### src/rtl/ram_access_arbiter_if.sv
// ram_access_arbiter_if: bundled core request lines and shared 1-bit RAM port
interface ram_access_arbiter_if #(
    parameter int ADDR_W    = 14,
    parameter int FETCH_LEN = 17
);
    logic [3:0]           req;
    logic [3:0]           we;
    logic [3:0]           fetch;
    logic [3:0]           wdata;
    logic [ADDR_W-1:0]    addr0;
    logic [ADDR_W-1:0]    addr1;
    logic [ADDR_W-1:0]    addr2;
    logic [ADDR_W-1:0]    addr3;
    logic                 mem_dataout;
    logic [ADDR_W-1:0]    mem_addr;
    logic                 mem_store;
    logic                 mem_datain;
    logic [3:0]           ack;
    logic                 rdata;
    logic [FETCH_LEN-1:0] fetch_data;
    logic                 busy;
    logic [1:0]           grant_id;

    modport master (
        output req, we, fetch, wdata, addr0, addr1, addr2, addr3, mem_dataout,
        input  mem_addr, mem_store, mem_datain, ack, rdata, fetch_data, busy, grant_id
    );

    modport slave (
        input  req, we, fetch, wdata, addr0, addr1, addr2, addr3, mem_dataout,
        output mem_addr, mem_store, mem_datain, ack, rdata, fetch_data, busy, grant_id
    );
endinterface

### src/rtl/ram_access_arbiter.sv
// ram_access_arbiter: round-robin arbiter giving four cores single-bit or burst access to a 1-bit RAM
// Burst (FETCH) support is built only when RAM_ARB_FETCH_EN is defined.
module ram_access_arbiter #(
    parameter int ADDR_W    = 14,
    parameter int FETCH_LEN = 17
) (
    input logic                  clk,
    input logic                  clear,
    ram_access_arbiter_if.slave  bus
);
    localparam int KW = (FETCH_LEN > 1) ? $clog2(FETCH_LEN) : 1;
    localparam logic [1:0] IDLE   = 2'd0;
    localparam logic [1:0] ACCESS = 2'd1;
    localparam logic [1:0] FETCH  = 2'd2;
    localparam logic [1:0] DONE   = 2'd3;

    logic [1:0]        state_q, state_d;
    logic [1:0]        last_q, last_d;
    logic [1:0]        grant_q, grant_d;
    logic              rdata_q, rdata_d;
    logic [1:0]        pick;
    logic [ADDR_W-1:0] addr_g;
    logic [ADDR_W-1:0] addr_off;
    logic              we_g;
    logic              go_fetch;
    logic              fetch_last;

    // Scan downward so the nearest requester after last_grant is the last to overwrite pick.
    always_comb begin
        pick = last_q;
        for (int i = 4; i >= 1; i--)
            if (bus.req[last_q + 2'(i)]) pick = last_q + 2'(i);
    end

    assign addr_g = (grant_q == 2'd0) ? bus.addr0 :
                    (grant_q == 2'd1) ? bus.addr1 :
                    (grant_q == 2'd2) ? bus.addr2 : bus.addr3;
    assign we_g   = bus.we[grant_q];

`ifdef RAM_ARB_FETCH_EN
    logic [KW-1:0]        k_q, k_d;
    logic [FETCH_LEN-1:0] fetch_q, fetch_d;

    assign k_d     = (state_q == FETCH) ? k_q + 1'b1 : '0;
    assign fetch_d = (state_q == FETCH) ? {fetch_q[FETCH_LEN-2:0], bus.mem_dataout} : fetch_q;

    always_ff @(posedge clk) begin
        if (clear) begin
            k_q     <= '0;
            fetch_q <= '0;
        end else begin
            k_q     <= k_d;
            fetch_q <= fetch_d;
        end
    end

    assign fetch_last     = (k_q == KW'(FETCH_LEN - 1));
    assign go_fetch       = bus.fetch[pick] & ~bus.we[pick];
    assign addr_off       = ADDR_W'(k_q);
    assign bus.fetch_data = fetch_q;
`else
    logic unused_fetch;

    assign unused_fetch   = ^bus.fetch;
    assign fetch_last     = 1'b1;
    assign go_fetch       = 1'b0;
    assign addr_off       = '0;
    assign bus.fetch_data = '0;
`endif

    always_comb begin
        state_d = state_q;
        last_d  = last_q;
        grant_d = grant_q;
        rdata_d = rdata_q;
        case (state_q)
            IDLE: if (|bus.req) begin
                grant_d = pick;
                last_d  = pick;
                state_d = go_fetch ? FETCH : ACCESS;
            end
            ACCESS: begin
                rdata_d = we_g ? rdata_q : bus.mem_dataout;
                state_d = DONE;
            end
            FETCH:   state_d = fetch_last ? DONE : FETCH;
            default: state_d = IDLE;
        endcase
    end

    always_ff @(posedge clk) begin
        if (clear) begin
            state_q <= IDLE;
            last_q  <= 2'd3;
            grant_q <= 2'd0;
            rdata_q <= 1'b0;
        end else begin
            state_q <= state_d;
            last_q  <= last_d;
            grant_q <= grant_d;
            rdata_q <= rdata_d;
        end
    end

    // clear is gated in combinationally so an aborted write never reaches the RAM edge.
    assign bus.mem_addr   = (state_q == ACCESS || state_q == FETCH) ? addr_g + addr_off : '0;
    assign bus.mem_store  = (state_q == ACCESS) && we_g && !clear;
    assign bus.mem_datain = (state_q == ACCESS && we_g) ? bus.wdata[grant_q] : 1'b0;
    assign bus.ack        = (state_q == DONE && !clear) ? (4'b0001 << grant_q) : 4'b0000;
    assign bus.rdata      = rdata_q;
    assign bus.busy       = (state_q != IDLE);
    assign bus.grant_id   = grant_q;
endmodule
### src/flat_wrapper.sv
// flat-port wrapper written by rule: the top's interface ports become plain ports
module ram_access_arbiter_flat 
#(
    parameter int ADDR_W    = 14,
    parameter int FETCH_LEN = 17
)
  (clk, clear, bus_req, bus_we, bus_fetch, bus_wdata, bus_addr0, bus_addr1, bus_addr2, bus_addr3, bus_mem_dataout, bus_mem_addr, bus_mem_store, bus_mem_datain, bus_ack, bus_rdata, bus_fetch_data, bus_busy, bus_grant_id);
  ram_access_arbiter_if #(.ADDR_W(ADDR_W), .FETCH_LEN(FETCH_LEN)) bus_i ();
  input logic clk;
  input logic clear;
  input wire logic [$bits(bus_i.req)-1:0] bus_req;
  input wire logic [$bits(bus_i.we)-1:0] bus_we;
  input wire logic [$bits(bus_i.fetch)-1:0] bus_fetch;
  input wire logic [$bits(bus_i.wdata)-1:0] bus_wdata;
  input wire logic [$bits(bus_i.addr0)-1:0] bus_addr0;
  input wire logic [$bits(bus_i.addr1)-1:0] bus_addr1;
  input wire logic [$bits(bus_i.addr2)-1:0] bus_addr2;
  input wire logic [$bits(bus_i.addr3)-1:0] bus_addr3;
  input wire logic [$bits(bus_i.mem_dataout)-1:0] bus_mem_dataout;
  output wire logic [$bits(bus_i.mem_addr)-1:0] bus_mem_addr;
  output wire logic [$bits(bus_i.mem_store)-1:0] bus_mem_store;
  output wire logic [$bits(bus_i.mem_datain)-1:0] bus_mem_datain;
  output wire logic [$bits(bus_i.ack)-1:0] bus_ack;
  output wire logic [$bits(bus_i.rdata)-1:0] bus_rdata;
  output wire logic [$bits(bus_i.fetch_data)-1:0] bus_fetch_data;
  output wire logic [$bits(bus_i.busy)-1:0] bus_busy;
  output wire logic [$bits(bus_i.grant_id)-1:0] bus_grant_id;
  assign bus_i.req = bus_req;
  assign bus_i.we = bus_we;
  assign bus_i.fetch = bus_fetch;
  assign bus_i.wdata = bus_wdata;
  assign bus_i.addr0 = bus_addr0;
  assign bus_i.addr1 = bus_addr1;
  assign bus_i.addr2 = bus_addr2;
  assign bus_i.addr3 = bus_addr3;
  assign bus_i.mem_dataout = bus_mem_dataout;
  assign bus_mem_addr = bus_i.mem_addr;
  assign bus_mem_store = bus_i.mem_store;
  assign bus_mem_datain = bus_i.mem_datain;
  assign bus_ack = bus_i.ack;
  assign bus_rdata = bus_i.rdata;
  assign bus_fetch_data = bus_i.fetch_data;
  assign bus_busy = bus_i.busy;
  assign bus_grant_id = bus_i.grant_id;
  ram_access_arbiter #(.ADDR_W(ADDR_W), .FETCH_LEN(FETCH_LEN)) u_core (.clk(clk), .clear(clear), .bus(bus_i));
endmodule
### config.mk
export PLATFORM = sky130hd
export DESIGN_NAME = ram_access_arbiter_flat
export DESIGN_NICKNAME = d
export VERILOG_FILES = /design/src/rtl/ram_access_arbiter_if.sv /design/src/rtl/ram_access_arbiter.sv /design/src/flat_wrapper.sv
export SDC_FILE = /design/constraint.sdc
export NUM_CORES = 1
export LEC_CHECK = 0
export BUFFER_PORTS_ARGS = -buffer_cell sky130_fd_sc_hd__buf_2
export CAP_MARGIN = 5
export CELL_PAD_IN_SITES_DETAIL_PLACEMENT = 1
export CELL_PAD_IN_SITES_GLOBAL_PLACEMENT = 1
export CORE_MARGIN = 3
export CORE_UTILIZATION = 25
export DETAILED_ROUTE_END_ITERATION = 10
export PLACE_DENSITY = 0.83
export SYNTH_ARGS = -nofsm -noshare
export SYNTH_HDL_FRONTEND = slang
export SYNTH_SLANG_ARGS = --single-unit
### constraint.sdc
create_clock -name clk -period 2.37 [get_ports clk]
set_input_delay 0.5925 -clock clk [delete_from_list [all_inputs] [get_ports clk]]
set_output_delay 0.5925 -clock clk [all_outputs]
set_load 0.005 [all_outputs]
==> flow_summary.yaml <==
setup_path:
  critPathArrivalTime_ps: 1660
  cp_max_fo: 24
  worstReg2RegEnd: "u_core.bus.rdata"
  r2r_cells: 4
  startpoint: "u_core.bus.grant_id[0]"
  path_class: "flop to primary output"
  timing.critical_path.to: "bus_mem_datain"
  reg2reg_from: "u_core.bus.grant_id[1]"
  start_kind: "flop"
  rrSetupSlack_ps: 1050
  crit_path_end_kind: "primary output"
  required_ps: 1780
pwr:
  seq_power_share_pct: 21.0
  power.internal_uw: 483
  switching_share_pct: 33.5
  p_clk_share_pct: 23.1
  power.density_nw_per_um2: 448
  vdd_ir_drop_max_mv: 0.120
  p_leak_nw: 0.832
  pwr-share-comb_pct: 55.9
  p_switching_uw: 244
synthesis:
  synth_top_family_by_area: "multiplexers"
  synth_cell_type_count: 33
  synth_xor_area_share_pct: 0
  syn_area_um2: 1150
  synth-seq-cells: 7
  yosys-mux-area-fraction_pct: 35.2
  yosysSeqAreaShare_pct: 12.2
  synth_compound_area_share_pct: 8.41
  async_flop_share_pct: 0
  synthCells: 119
  synth_ff_type: "dfxtp_1"
  synth_edf_count: 0
  synth_fa_ha_area_share_pct: 3.28
  ys_warn_count: 0
  synthSimpleGateAreaFrac_pct: 21.7
  synth_area_per_cell_um2: 9.63
die:
  num_rows: 23
  die_area_um2: 5430
  start_util_pct: 27.3
  ios: 116
  core_area_um2: 4200
  chipHeight_um: 73.7
  die_w_um: 73.7
global_routing:
  grt_pass1_vias: 1273
  grt_overflow_total: 0
  grt_util_met1_pct: 13.9
  grt_max_degree: 25
  use_met2_pct: 27.1
  grt_use_total_pct: 13.5
  grt_pass1_wl_mm: 5.75
  busiest_layer: "met2"
  grt.met3_usage_pct: 2.60
  antenna_found_initial: 0
clocking:
  clock_sinks: 7
  post-cts-setup-buffer-count: 0
  cts_tree: "done"
  cts_resized: 0
  clockBufferDepth: 2
  hold_buffers: 0
  path_clk_slew_ps: 40
  htreeDepth: 1
  clock_latency_ps: 230
  cts_root_buffer: "clkbuf_8"
  numCtsBuffers: 3
min_path:
  hp-class: "flop to flop"
  hold_start: "u_core.bus.rdata"
place:
  place_hpwl_mm: 3.28
  placed_area_um2: 1580
  numPortBuffers: 94
  gp_congestion: 0.804
finish:
  final_core_util_pct: 38.6
  design_area_um2: 1620
  n_fill_cell: 536
  layout-drive-gt1-share_pct: 55.0
  num_antenna_cells: 0
  syn2layout_area_growth_pct: 41.5
  nNetsFinal: 290
timing:
  hold_viol_final: 0
  fin_crit_sh_pct: 95.1
  rsz0062_at_grt: "no"
  skew_ps: 4.27
  tns_ps: 0
  layout_min_cycle_time_ps: 2250
  finalSetupViolations: 0
  drv_slew: 0
  fmax_mhz: 444
job:
  drv_cap: 0
drt:
  routedWlPerCell_um: 14.4
  drt_iter0_drc: 23
  first_pass_iters: 4
  vias: 1241
  drc: 0
  ant_nets: 0
  drt_wl_total_mm: 3.76
  vias_per_cell: 4.75
outcome:
  status: "completed"
-- stage by stage --
| step | cells | setup WS (ps) | hold slack (ps) | total power [mW] |
|---|---|---|---|---|
| after floorplan | 135 | 489 | 460 | 0.437 |
| after global placement | 257 | 263 | 471 | 0.560 |
| after detailed placement | 257 | 252 | 481 | 0.571 |
| after CTS | 261 | 81.7 | 492 | 0.744 |
| after global routing | 261 | 26.1 | 534 | 0.795 |
| final | 261 | 116 | 484 | 0.727 |
-- cells in the mapped netlist, drive strengths merged, types with 2 or more instances --
library cell  number  area (um2)
dfxtp              7         140
a21oi              6        30.0
mux4              15         349
buf               23         190
and2              14        87.6
inv                5        18.8
mux2i              2        20.0
o21ai              3        15.0
nor4bb             2        20.0
nand2b             5        31.3
nand2              8        30.0
clkbuf             2        7.51
mux2               3        33.8
nor2               4        15.0
o22ai              2        12.5
ha                 3        37.5
nor3               2        10.0
and3               2        12.5
-- placed cells by master (no fill, tap or decap), types with 3 or more instances in the layout --
cell,n
conb_1,17
a21oi_1,6
clkbuf_8,3
ha_1,3
mux2_2,3
mux4_2,12
nand2b_1,5
mux4_1,3
inv_1,5
buf_2,94
o21ai_0,3
nor2_1,4
nand2_1,8
dfxtp_1,7
and2_1,14
-- how the worst min path moves through the flow --
stage / end / slack, ps / cells past startpoint
finish: u_core.bus.rdata / 480 / 2
floorplan: u_core.state_q[1] / 460 / 2
global placement: u_core.bus.rdata / 470 / 2
CTS: u_core.state_q[1] / 490 / 2
detailed placement: u_core.bus.rdata / 480 / 2
global route: u_core.bus.rdata / 530 / 2
-- critical path: stages, from the launching register on --
cell     delay (ps)
dfxtp_1         350
buf_12          200
mux4_1          580
and3_1          190
buf_2           120
-- cells by family after synthesis --
logic type | Yosys count
flops | 7
other cells | 1
buf+inv | 30
compound gates | 16
fa+ha+maj | 3
mux | 20
simple gates | 42
-- area by class of cell --
| type | count | area, um2 | share of cell area (%) |
|---|---|---|---|
| inverter | 5 | 18.8 | 1.16 |
| multi-input combinational | 98 | 850 | 52.4 |
| sequential | 7 | 140 | 8.64 |
| timing repair buffer | 97 | 505 | 31.2 |
| tap | 50 | 62.6 | 3.86 |
| clock buffer | 4 | 45.0 | 2.78 |
-- flip-flops by register name (all words and copies together) (netlist names) --
signal	flops
u_core.bus.grant_id	2
u_core.bus.rdata	1
u_core.state_q	2
u_core.last_q	2
-- power groups by stage --
stage               clock network [mW]  registers [mW]  logic, mW
floorplan                            0           0.148      0.290
global placement                     0           0.155      0.405
detailed placement                   0           0.155      0.416
CTS                              0.175           0.153      0.416
global route                     0.182           0.156      0.457
finish                           0.168           0.153      0.406
-- layer usage --
metal | wire (um) | part of all wire (%)
met1 | 1310 | 35
met2 | 1990 | 53
met3 | 430 | 11
met4 | 29 | 0.77
met5 | 0 | 0
(Power assumes the default switching activity.)
